--- src/rtl/mem_req_bridge.sv ---
// mem_req_bridge: turns the level-held write/read requests of mem_test_sm into
// single Avalon-MM master transactions, and returns a one-cycle confirm plus
// readback data. A watchdog aborts stalled transactions so the requester never
// hangs. txn_count tallies completed transactions for debug.
//
// state   | meaning
// --------+------------------------------------------------------------------
// IDLE    | waiting for a request; requester inputs are sampled only here
// WR_CMD  | avm_write asserted, held until the slave drops waitrequest
// RD_CMD  | avm_read asserted, held until the slave drops waitrequest
// RD_DATA | read accepted, waiting for readdatavalid
// CONFIRM | one-cycle sm_confirm pulse
// HOLDOFF | one dead cycle so a still-high request is not reissued at once
module mem_req_bridge #(
  parameter int ADDR_WIDTH     = 32,
  parameter int WORD_WIDTH     = 32,
  parameter int ADDR_SHIFT     = 2,
  parameter int TIMEOUT_CYCLES = 1024
) (
  input  logic                    clk,
  input  logic                    reset,
  input  logic                    sm_write,
  input  logic                    sm_read,
  input  logic [ADDR_WIDTH-1:0]   sm_address,
  input  logic [WORD_WIDTH-1:0]   sm_wdata,
  output logic                    sm_confirm,
  output logic [WORD_WIDTH-1:0]   sm_rdata,
  output logic [ADDR_WIDTH-1:0]   avm_address,
  output logic                    avm_write,
  output logic                    avm_read,
  output logic [WORD_WIDTH-1:0]   avm_writedata,
  output logic [WORD_WIDTH/8-1:0] avm_byteenable,
  input  logic                    avm_waitrequest,
  input  logic [WORD_WIDTH-1:0]   avm_readdata,
  input  logic                    avm_readdatavalid,
  output logic                    busy,
  output logic                    timeout_err,
  output logic [31:0]             txn_count
);

  localparam int BE_WIDTH = WORD_WIDTH / 8;
  localparam int WD_WIDTH = (TIMEOUT_CYCLES > 1) ? $clog2(TIMEOUT_CYCLES) : 1;
  // Loaded on entry so the count hits zero on the TIMEOUT_CYCLES-th active cycle.
  localparam logic [WD_WIDTH-1:0] WD_LOAD = WD_WIDTH'(TIMEOUT_CYCLES - 1);

  typedef enum logic [2:0] {
    IDLE    = 3'd0,
    WR_CMD  = 3'd1,
    RD_CMD  = 3'd2,
    RD_DATA = 3'd3,
    CONFIRM = 3'd4,
    HOLDOFF = 3'd5
  } state_t;

  state_t              state;
  state_t              state_nxt;
  logic [WD_WIDTH-1:0] wd_cnt;
  logic                wd_tc;
  logic                wd_active;
  logic                abort;
  logic                start;

  assign wd_tc     = (wd_cnt == '0);
  assign wd_active = (state == WR_CMD) || (state == RD_CMD) || (state == RD_DATA);
  assign start     = (state == IDLE) && (state_nxt != IDLE);
  assign busy      = (state != IDLE);

  // Next-state decode. A write accepted, or read data arriving, on the
  // terminal-count cycle still counts as a normal completion.
  always_comb begin
    state_nxt = state;
    abort     = 1'b0;
    unique case (state)
      IDLE: begin
        if (sm_write)     state_nxt = WR_CMD;
        else if (sm_read) state_nxt = RD_CMD;
      end
      WR_CMD: begin
        if (!avm_waitrequest) begin
          state_nxt = CONFIRM;
        end else if (wd_tc) begin
          state_nxt = CONFIRM;
          abort     = 1'b1;
        end
      end
      RD_CMD: begin
        if (wd_tc) begin
          state_nxt = CONFIRM;
          abort     = 1'b1;
        end else if (!avm_waitrequest) begin
          state_nxt = RD_DATA;
        end
      end
      RD_DATA: begin
        if (avm_readdatavalid) begin
          state_nxt = CONFIRM;
        end else if (wd_tc) begin
          state_nxt = CONFIRM;
          abort     = 1'b1;
        end
      end
      CONFIRM: state_nxt = HOLDOFF;
      HOLDOFF: state_nxt = IDLE;
      default: state_nxt = IDLE;
    endcase
  end

  // State register.
  always_ff @(posedge clk or negedge reset) begin
    if (!reset) state <= IDLE;
    else        state <= state_nxt;
  end

  // Avalon command outputs, registered from the next state so they never glitch.
  always_ff @(posedge clk or negedge reset) begin
    if (!reset) begin
      avm_write      <= 1'b0;
      avm_read       <= 1'b0;
      avm_byteenable <= '0;
      avm_address    <= '0;
      avm_writedata  <= '0;
    end else begin
      avm_write      <= (state_nxt == WR_CMD);
      avm_read       <= (state_nxt == RD_CMD);
      avm_byteenable <= {BE_WIDTH{(state_nxt == WR_CMD) || (state_nxt == RD_CMD)}};
      if (start) begin
        avm_address <= sm_address << ADDR_SHIFT;
        if (sm_write) avm_writedata <= sm_wdata;
      end
    end
  end

  // Watchdog down-counter: reloaded on command entry, counts while active.
  always_ff @(posedge clk or negedge reset) begin
    if (!reset)                 wd_cnt <= '0;
    else if (start)             wd_cnt <= WD_LOAD;
    else if (wd_active && !wd_tc) wd_cnt <= wd_cnt - WD_WIDTH'(1);
  end

  // Requester-facing results: confirm pulse, readback, sticky error, counter.
  always_ff @(posedge clk or negedge reset) begin
    if (!reset) begin
      sm_confirm  <= 1'b0;
      sm_rdata    <= '0;
      timeout_err <= 1'b0;
      txn_count   <= '0;
    end else begin
      sm_confirm <= (state_nxt == CONFIRM);
      if (state_nxt == CONFIRM) txn_count <= txn_count + 32'd1;
      if ((state == RD_DATA) && avm_readdatavalid) sm_rdata <= avm_readdata;
      else if (abort && (state != WR_CMD))          sm_rdata <= '0;
      if (abort) timeout_err <= 1'b1;
    end
  end

endmodule

--- config.mk ---
export PLATFORM = sky130hd
export DESIGN_NAME = mem_req_bridge
export DESIGN_NICKNAME = d
export VERILOG_FILES = /design/src/rtl/mem_req_bridge.sv
export SDC_FILE = /design/constraint.sdc
export NUM_CORES = 1
export LEC_CHECK = 0
export ABC_AREA = 1
export CORE_UTILIZATION = 45
export DETAILED_ROUTE_END_ITERATION = 10
export PLACE_DENSITY = 0.8
export SLEW_MARGIN = 20
export SYNTH_ARGS = -nofsm -noshare
export SYNTH_HDL_FRONTEND = slang
export SYNTH_SLANG_ARGS = --single-unit
--- constraint.sdc ---
create_clock -name clk -period 3.1 [get_ports clk]
set_input_delay 0.62 -clock clk [delete_from_list [all_inputs] [get_ports clk]]
set_output_delay 0.62 -clock clk [all_outputs]
set_load 0.02 [all_outputs]
### Word-level counts from Yosys, hierarchy flattened

Index checks and enable logic that the tools add are counted.

| operators by class | value |
|---|---|
| add/sub/neg operators | 2 |
| multipliers | 0 |
| div/mod/pow operators | 0 |
| order comparisons | 0 |
| equal/unequal tests | 8 |
| shifts and indexed selects | 0 |
| mux-type cells | 16 |
| bitwise logic cells | 0 |
| reductions and logical operators | 15 |

Operators with widths:

| kind | count |
|---|---|
| two-way mux 32 bit | 2 |
| adder 32 x 1 -> 32 bit, second input constant | 1 |
| two-way mux 3 bit | 7 |
| two-way mux 10 bit | 2 |
| one-hot mux 3 bit (5 select lines) | 1 |
| logical NOT 10 bit | 1 |
| subtractor 10 x 1 -> 10 bit, second input constant | 1 |
| equality test 3 x 2 -> 1 bit, second input constant | 3 |
| equality test 3 x 1 -> 1 bit, second input constant | 2 |
| equality test 3 bit, second input constant | 2 |
| nonzero test 3 bit | 2 |
| logical AND 1 bit | 4 |
| nonzero test 2 bit | 2 |
| logical NOT 3 bit | 1 |
| logical OR 1 bit | 3 |
| two-way mux 1 bit | 3 |
| inequality test 3 x 1 -> 1 bit, second input constant | 1 |
| one-hot mux 1 bit (3 select lines) | 1 |
| AND reduction 2 bit | 1 |
| logical NOT 1 bit | 1 |

| word-level totals | value |
|---|---|
| bits in registers | 144 |
| bits in latches | 0 |
| bits in writable memories | 0 |
| ROM bits | 0 |
| memories kept | 0 |

### Longest topological paths before layout

Gate-level depths: netlist (run 1).

| depth | value |
|---|---|
| depth in word-level cells | 7 |
| mapped depth | 14 |
| depth with buffers taken out | 12 |

### Worst setup path before layout (run 1)

No wires, ideal clock.

| timing | value |
|---|---|
| path type | flip-flop to output port |
| start | reg state[2] |
| end | out busy |
| data arrival time | 1.235 ns |
| data required time | 2.480 ns |
| setup slack | 1.245 ns |
| stages on the path, launching flop included | 5 |
| buffers on the path | 2 |
| path through | dfrtp_1 > buf_2 > nor3_2 > clkbuf_1 > inv_1 |

| on the way | value |
|---|---|
| cells in the longest elaborated chain, start to end | 1 |

RTL lines:

| what | RTL line | text |
|---|---|---|
| from (decl) | 55 | `state_t state;` |
| from (signal assigned) | 111 | `else state <= state_nxt;` |
| nonzero test 3 bit | 66 | `assign busy = (state != IDLE);` |
| to (decl) | 36 | `output logic busy,` |

Every way passes these cells.

### Worst setup path after layout (run 1)

| timing | value |
|---|---|
| start | reg state[1] |
| end | out busy |

The elaborated chain is that of the path after synthesis.

==> reports/metrics.yaml, run 1 <==
status:
  status: "completed"
drt:
  drt_iter0_drc: 385
  drc: 0
  drt.antenna.violating_nets: 0
  vias: 6199
  dr.pass1.iters: 5
  wire_per_inst_um: 15.0
  vias_per_cell: 5.09
  routed_wl_um: 18200
finish:
  drive_gt1_frac: 0.0755
  multi_input_area_um2: 2830
  nets: 1124
  nFillCells: 1209
  ff_latch_area_um2: 3600
  stdcell_count: 1217
  area_delta_synth_final_pct: 45.5
  n_antenna_cell: 0
worst_setup_path:
  worstSetupStartpoint: "state[1]"
  cp_slowest_cell: "clkdlybuf4s50_1"
  arrival_ns: 1.70
  critPathLaunchType: "flop"
  critPathKind: "flop to output port"
  reg2reg_depth: 11
  slowest_delay_ns: 0.56
  crit_cells: 3
  crit_chain: "nor3_4, inv_1, clkdlybuf4s50_1"
  critPathCaptureType: "output port"
  crit_required_ns: 2.48
  r2r_slack_ns: 0.85
  cp_num_buf_inv: 2
  timing.rr.end: "txn_count[17]"
  path_delay_family: "buffers and inverters"
  worstReg2RegStart: "wd_cnt[0]"
  endpoint: "busy"
  critPathMaxFanout: 6
floorplan:
  rows: 44
  initial_utilization: 0.464
  core_um2: 14600
  die_area_um2: 15500
  dieWidth_um: 125
  io_pins: 239
  die_h_um: 125
global_route:
  grt-ovfl-total: 0
  top_usage_layer: "met2"
  met2_usage: 0.400
  grt_max_degree: 62
  grt_pass1_wl_um: 30300
  grtUsageMet3: 0.0498
  grtUsageTotal: 0.243
  grt_pass1_vias: 5941
  use_met1: 0.316
  antenna_found_initial: 0
clocking:
  clk_pin_slew_worst_paths_ns: 0.06
  clock_path_buffers: 2
  ctsHoldBuffers: 0
  cts_resized: 0
  numClockSinks: 144
  h-tree-depth: 4
  cts_inserted_buffers: 17
  insertion_delay_ns: 0.42
  cts_tree: "yes"
  clockRootBuffer: "clkbuf_16"
  post_cts_buffers: 0
logic_synthesis:
  avgSynthCellArea_um2: 8.51
  muxShareOfSynthArea: 0.0533
  yosys.area_share.simple: 0.322
  synthTopCellsByArea: "dfrtp_1, nand2_1, nand3_1"
  synthXorXnorAreaFrac: 0.0259
  yosysTopAreaCell: "dfrtp_1"
  yosys_most_used_dff: "dfrtp_1"
  synth.top_cell.area_share: 0.533
  synth-edff-count: 0
  ys_async_sr_fraction: 1.00
  synth_fa_ha_area_frac: 0.00370
  postSynthCellCount: 795
  yosys_warnings: 0
  yosysSeqAreaShare: 0.533
  netlist-cell-type-count: 26
  synth_compound_area_frac: 0.0115
  syn_area_um2: 6770
  synth.ff_latch_count: 144
  synth_top_family_by_area: "simple AND/OR/NAND/NOR gates"
run:
  maxCapViolCount: 0
timing:
  relSlewSlack: 0.575
  setup_viol: 0
  tns_ns: 0
  period_needed_ns: 2.32
  worst_slew_pin_slew_ns: 0.635
  post-route-period-util: 0.749
  rsz0062_at_grt: "false"
  whs_ns: 0.154
  drv_slew: 0
  clock.fmax_mhz: 431
  hold_viol_final: 0
  clock-skew-final_ns: 0.00968
pwr:
  pwr_density_cell_nw_per_um2: 963
  vdd_ir_drop_max_mv: 0.494
  p_leak_nw: 4.59
placement:
  io_buffers: 234
  globalplace.congestion: 0.867
  dp.cells: 1185
  place.detailed.hpwl_um: 12800
hold_path:
  hold_class: "primary input to asynchronous set/reset pin"
-- cell usage in the layout, fill, tap and decap left out --
cell type,n
nand2_2,4
bufinv_16,2
nor2_4,1
xnor2_1,6
o21ai_0,9
clkinv_4,3
nand2_1,269
nand3b_1,11
nor2_2,3
conb_1,2
xor2_1,14
inv_6,3
dfrtp_1,144
o31ai_1,1
inv_1,36
mux2_1,9
nor2_1,47
a21oi_1,5
nor3_4,1
clkbuf_16,17
clkinvlp_4,2
inv_8,1
clkinv_2,4
buf_12,2
buf_4,10
buf_6,1
nor3_1,11
clkdlybuf4s50_1,233
ha_1,2
nand4_1,4
nand3_1,152
or2_2,1
mux2_2,23
-- state kept, by name, indices dropped and copies added (netlist names) --
register        cells
state               3
avm_byteenable      1
wd_cnt             10
avm_write           1
avm_address        30
sm_rdata           32
txn_count          32
sm_confirm          1
avm_read            1
avm_writedata      32
timeout_err         1
-- worst min-delay path by stage --
| stage | startpoint | to | slack (ns) | depth (start not counted) |
|---|---|---|---|---|
| floorplan | reset | avm_address[10] | 0.32 | 0 |
| global placement | avm_address[25] | avm_address[25] | 0.45 | 2 |
| detailed placement | avm_address[13] | avm_address[13] | 0.46 | 2 |
| CTS | reset | avm_writedata[10] | 0.16 | 1 |
| global route | reset | avm_writedata[10] | 0.18 | 1 |
| finish | reset | avm_writedata[10] | 0.15 | 1 |
-- cell usage after synthesis, drive strengths merged, types with 6 or more instances --
master and count:
nor3 12, nand3 152, nand2 273, nand3b 11
mux2 32, xor2 14, buf 27, o21ai 9
inv 36, dfrtp 144, xnor2 6, nor2 51
clkbuf 14
-- per-layer routing --
layer	up-vias	wire (µm)
li1	3031	-
met1	2917	8040
met2	224	8810
met3	27	1030
met5	-	0
met4	0	333
-- power breakdown --
part | internal [mW] | switching [mW]
Combinational | 1.93 | 2.58
Sequential | 2.56 | 0.393
Clock | 1.19 | 0.828
Total | 5.68 | 3.80
-- kinds of logic (layout without fill, tap and decap cells) --
kind of cell | after synthesis | after routing
DFF | 144 | 144
other | 1 | 2
AOI/OAI and AO/OA | 15 | 15
adders and majority gates | 2 | 2
muxes | 32 | 32
and+or+nand+nor | 504 | 504
xor gates and xnor gates | 20 | 20
buffers and inverters | 77 | 314
-- through the flow --
stage	utilization	setup WS, ns	cell area [µm²]	total power [mW]
after floorplan	-	1.24	6770	5.55
after global placement	0.635	0.572	9260	7.42
after detailed placement	0.635	0.514	9260	7.52
after CTS	0.675	0.757	9840	9.58
after global routing	0.675	0.603	9840	10.1
final	0.675	0.778	9840	9.48
-- cell type report --
cell class / instances / share of cell area
inverters: 36 / 0.0137
clock buffers: 17 / 0.0432
repair buffers: 246 / 0.250
multi-input cells: 575 / 0.288
well taps: 184 / 0.0234
clock inverters: 15 / 0.0161
flip-flops and latches: 144 / 0.366
Note: power is estimated with default switching activity, not from simulation.
==> inputs of run 2 (changes only) <==
Settings changed: CORE_UTILIZATION 45 to 41, PLACE_DENSITY 0.8 to 0.77.
Clock period 3.1 ns to 2 ns, I/O delays scaled along.
==> reports/metrics.yaml, run 2 (synthesized netlist as in run 1, its figures left out) <==
status:
  status: "completed"  # unchanged
pwr:
  report.power.total_mw: 15.5  # was 9.48 mW
  p_leak_nw: 4.81  # was 4.59 nW
  pwr_density_cell_nw_per_um2: 1510  # was 963 nW/µm²
  vdd_ir_drop_max_mv: 0.654  # was 0.494 mV
finish:
  area_delta_synth_final_pct: 51.2  # was 45.5%
  final_common_cell: "nand2_1"  # unchanged
  finalInstanceArea_um2: 10200  # was 9840 µm²
  drive_gt1_frac: 0.103  # was 0.0755
  final_cell_mix: "nand2_1, clkdlybuf4s50_1, nand3_1"  # unchanged
  stdcell_count: 1271  # was 1217
  nets: 1145  # was 1124
  top_regs: "avm_writedata: 32 flops, sm_rdata: 32 flops, txn_count: 32 flops"  # unchanged
worst_setup_path:
  reg2reg_depth: 12  # was 11
  cp_slowest_cell: "clkdlybuf4s50_1"  # unchanged
  critPathKind: "flop to output port"  # unchanged
  crit_chain: "clkdlybuf4s50_1"  # was nor3_4, inv_1, clkdlybuf4s50_1
  crit_cells: 1  # was 3
  timing.rr.end: "wd_cnt[8]"  # was txn_count[17]
  r2r_slack_ns: 0.14  # was 0.85 ns
  critPathLaunchType: "flop"  # unchanged
  worstSetupStartpoint: "txn_count[18]"  # was state[1]
  crit_required_ns: 1.60  # was 2.48 ns
  arrival_ns: 1.56  # was 1.70 ns
  worstReg2RegStart: "wd_cnt[0]"  # unchanged
  endpoint: "txn_count[18]"  # was busy
  cp_num_buf_inv: 1  # was 2
  path_delay_family: "buffers and inverters"  # unchanged
  critPathMaxFanout: 7  # was 6
  slowest_delay_ns: 0.66  # was 0.56 ns
  critPathCaptureType: "output port"  # unchanged
placement:
  dp.cells: 1231  # was 1185
  globalplace.congestion: 0.884  # was 0.867
  io_buffers: 234  # unchanged
  place.detailed.hpwl_um: 13300  # was 12800 µm
  placed_area_um2: 9510  # was 9260 µm²
global_route:
  antenna_found_initial: 0  # unchanged
  grtUsageTotal: 0.217  # was 0.243
  grt_pass1_wl_um: 28600  # was 30300 µm
  grt-ovfl-total: 0  # unchanged
  grt_max_degree: 54  # was 62
  grt_pass1_vias: 5794  # was 5941
clocking:
  cts_tree: "yes"  # unchanged
  clock_path_buffers: 2  # unchanged
  numClockSinks: 144  # unchanged
  clk_pin_slew_worst_paths_ns: 0.06  # about the same
  insertion_delay_ns: 0.42  # about the same
  cts_inserted_buffers: 17  # unchanged
  clockRootBuffer: "clkbuf_16"  # unchanged
  h-tree-depth: 4  # unchanged
drt:
  vias: 6374  # was 6199
  drt.antenna.violating_nets: 0  # unchanged
  drc: 0  # unchanged
  vias_per_cell: 5.01  # was 5.09
  routed_wl_um: 19000  # was 18200 µm
  dr.pass1.iters: 5  # unchanged
  wire_per_inst_um: 14.9  # was 15.0 µm
  drt_iter0_drc: 402  # was 385
timing:
  clock.fmax_mhz: 510
  clock-skew-final_ns: 0.00789  # was 0.00968 ns
  hold_viol_final: 0  # unchanged
  post-route-period-util: 0.980
  tns_ns: 0  # unchanged
  worst_slew_pin_slew_ns: 0.560  # was 0.635 ns
  period_needed_ns: 1.96
  relSlewSlack: 0.624  # was 0.575
  drv_slew: 0  # unchanged
  setup_viol: 0  # unchanged
run:
  maxCapViolCount: 0  # unchanged
floorplan:
  dieWidth_um: 130  # was 125 µm
  io_pins: 239  # unchanged
  die_h_um: 130  # was 125 µm
  initial_utilization: 0.423  # was 0.464
  core_um2: 16000  # was 14600 µm²
  rows: 46  # was 44
  die_area_um2: 17000  # was 15500 µm²
hold_path:
  hold_class: "flop to flop"  # was primary input to asynchronous set/reset pin
-- run 2: worst min-delay path by stage --
stage / start / end / depth (start not counted)
after global routing: avm_address[24] / avm_address[24] / 2
after floorplan: reset / avm_address[10] / 0
final: avm_address[8] / avm_address[8] / 2
after CTS: avm_address[26] / avm_address[26] / 2
after detailed placement: reset / avm_writedata[5] / 1
after global placement: reset / avm_writedata[5] / 1
-- run 2: final cells by class --
| cell class | count | area [µm²] |
|---|---|---|
| timing repair buffer | 267 | 2770 |
| sequential | 144 | 3610 |
| fill | 1351 | 5770 |
| tap | 216 | 270 |
| inverter | 36 | 135 |
| clock inverter | 14 | 141 |
| multi-input combinational | 575 | 2870 |
| clock buffer | 18 | 439 |
| antenna | 1 | 2.50 |
-- run 2: timing repair --
action,CTS,global route
setup endpoints to repair,1,104
buffers inserted,0,4
pin swaps,0,6
gates resized for setup,1,19
hold buffers,1,0
cloned,0,2
hold endpoints to repair,46,0
-- run 2: power breakdown --
part / switching [mW] / internal [mW] / total, mW
registers: 0.607 / 3.97 / 4.58
logic: 4.21 / 3.60 / 7.81
clock network: 1.24 / 1.86 / 3.10
-- run 2: through the flow --
| stage | util | worst slack (ns) | hold WS, ns |
|---|---|---|---|
| after detailed placement | 0.594 | -0.0765 | 0.368 |
| final | 0.639 | 0.0401 | 0.469 |
| after floorplan | - | 0.229 | 0.104 |
| after global routing | 0.639 | -0.0135 | 0.493 |
| after global placement | 0.594 | -0.0350 | 0.369 |
| after CTS | 0.631 | 0.00889 | 0.472 |
-- run 2: metal layers --
layer  up-vias  GRT usage  share of wire
met4         0     0.0744          0.013
met3        24     0.0464          0.074
met1      3044      0.277           0.41
met5         -          0              0
li1       3077          -              -
met2       229      0.366           0.50
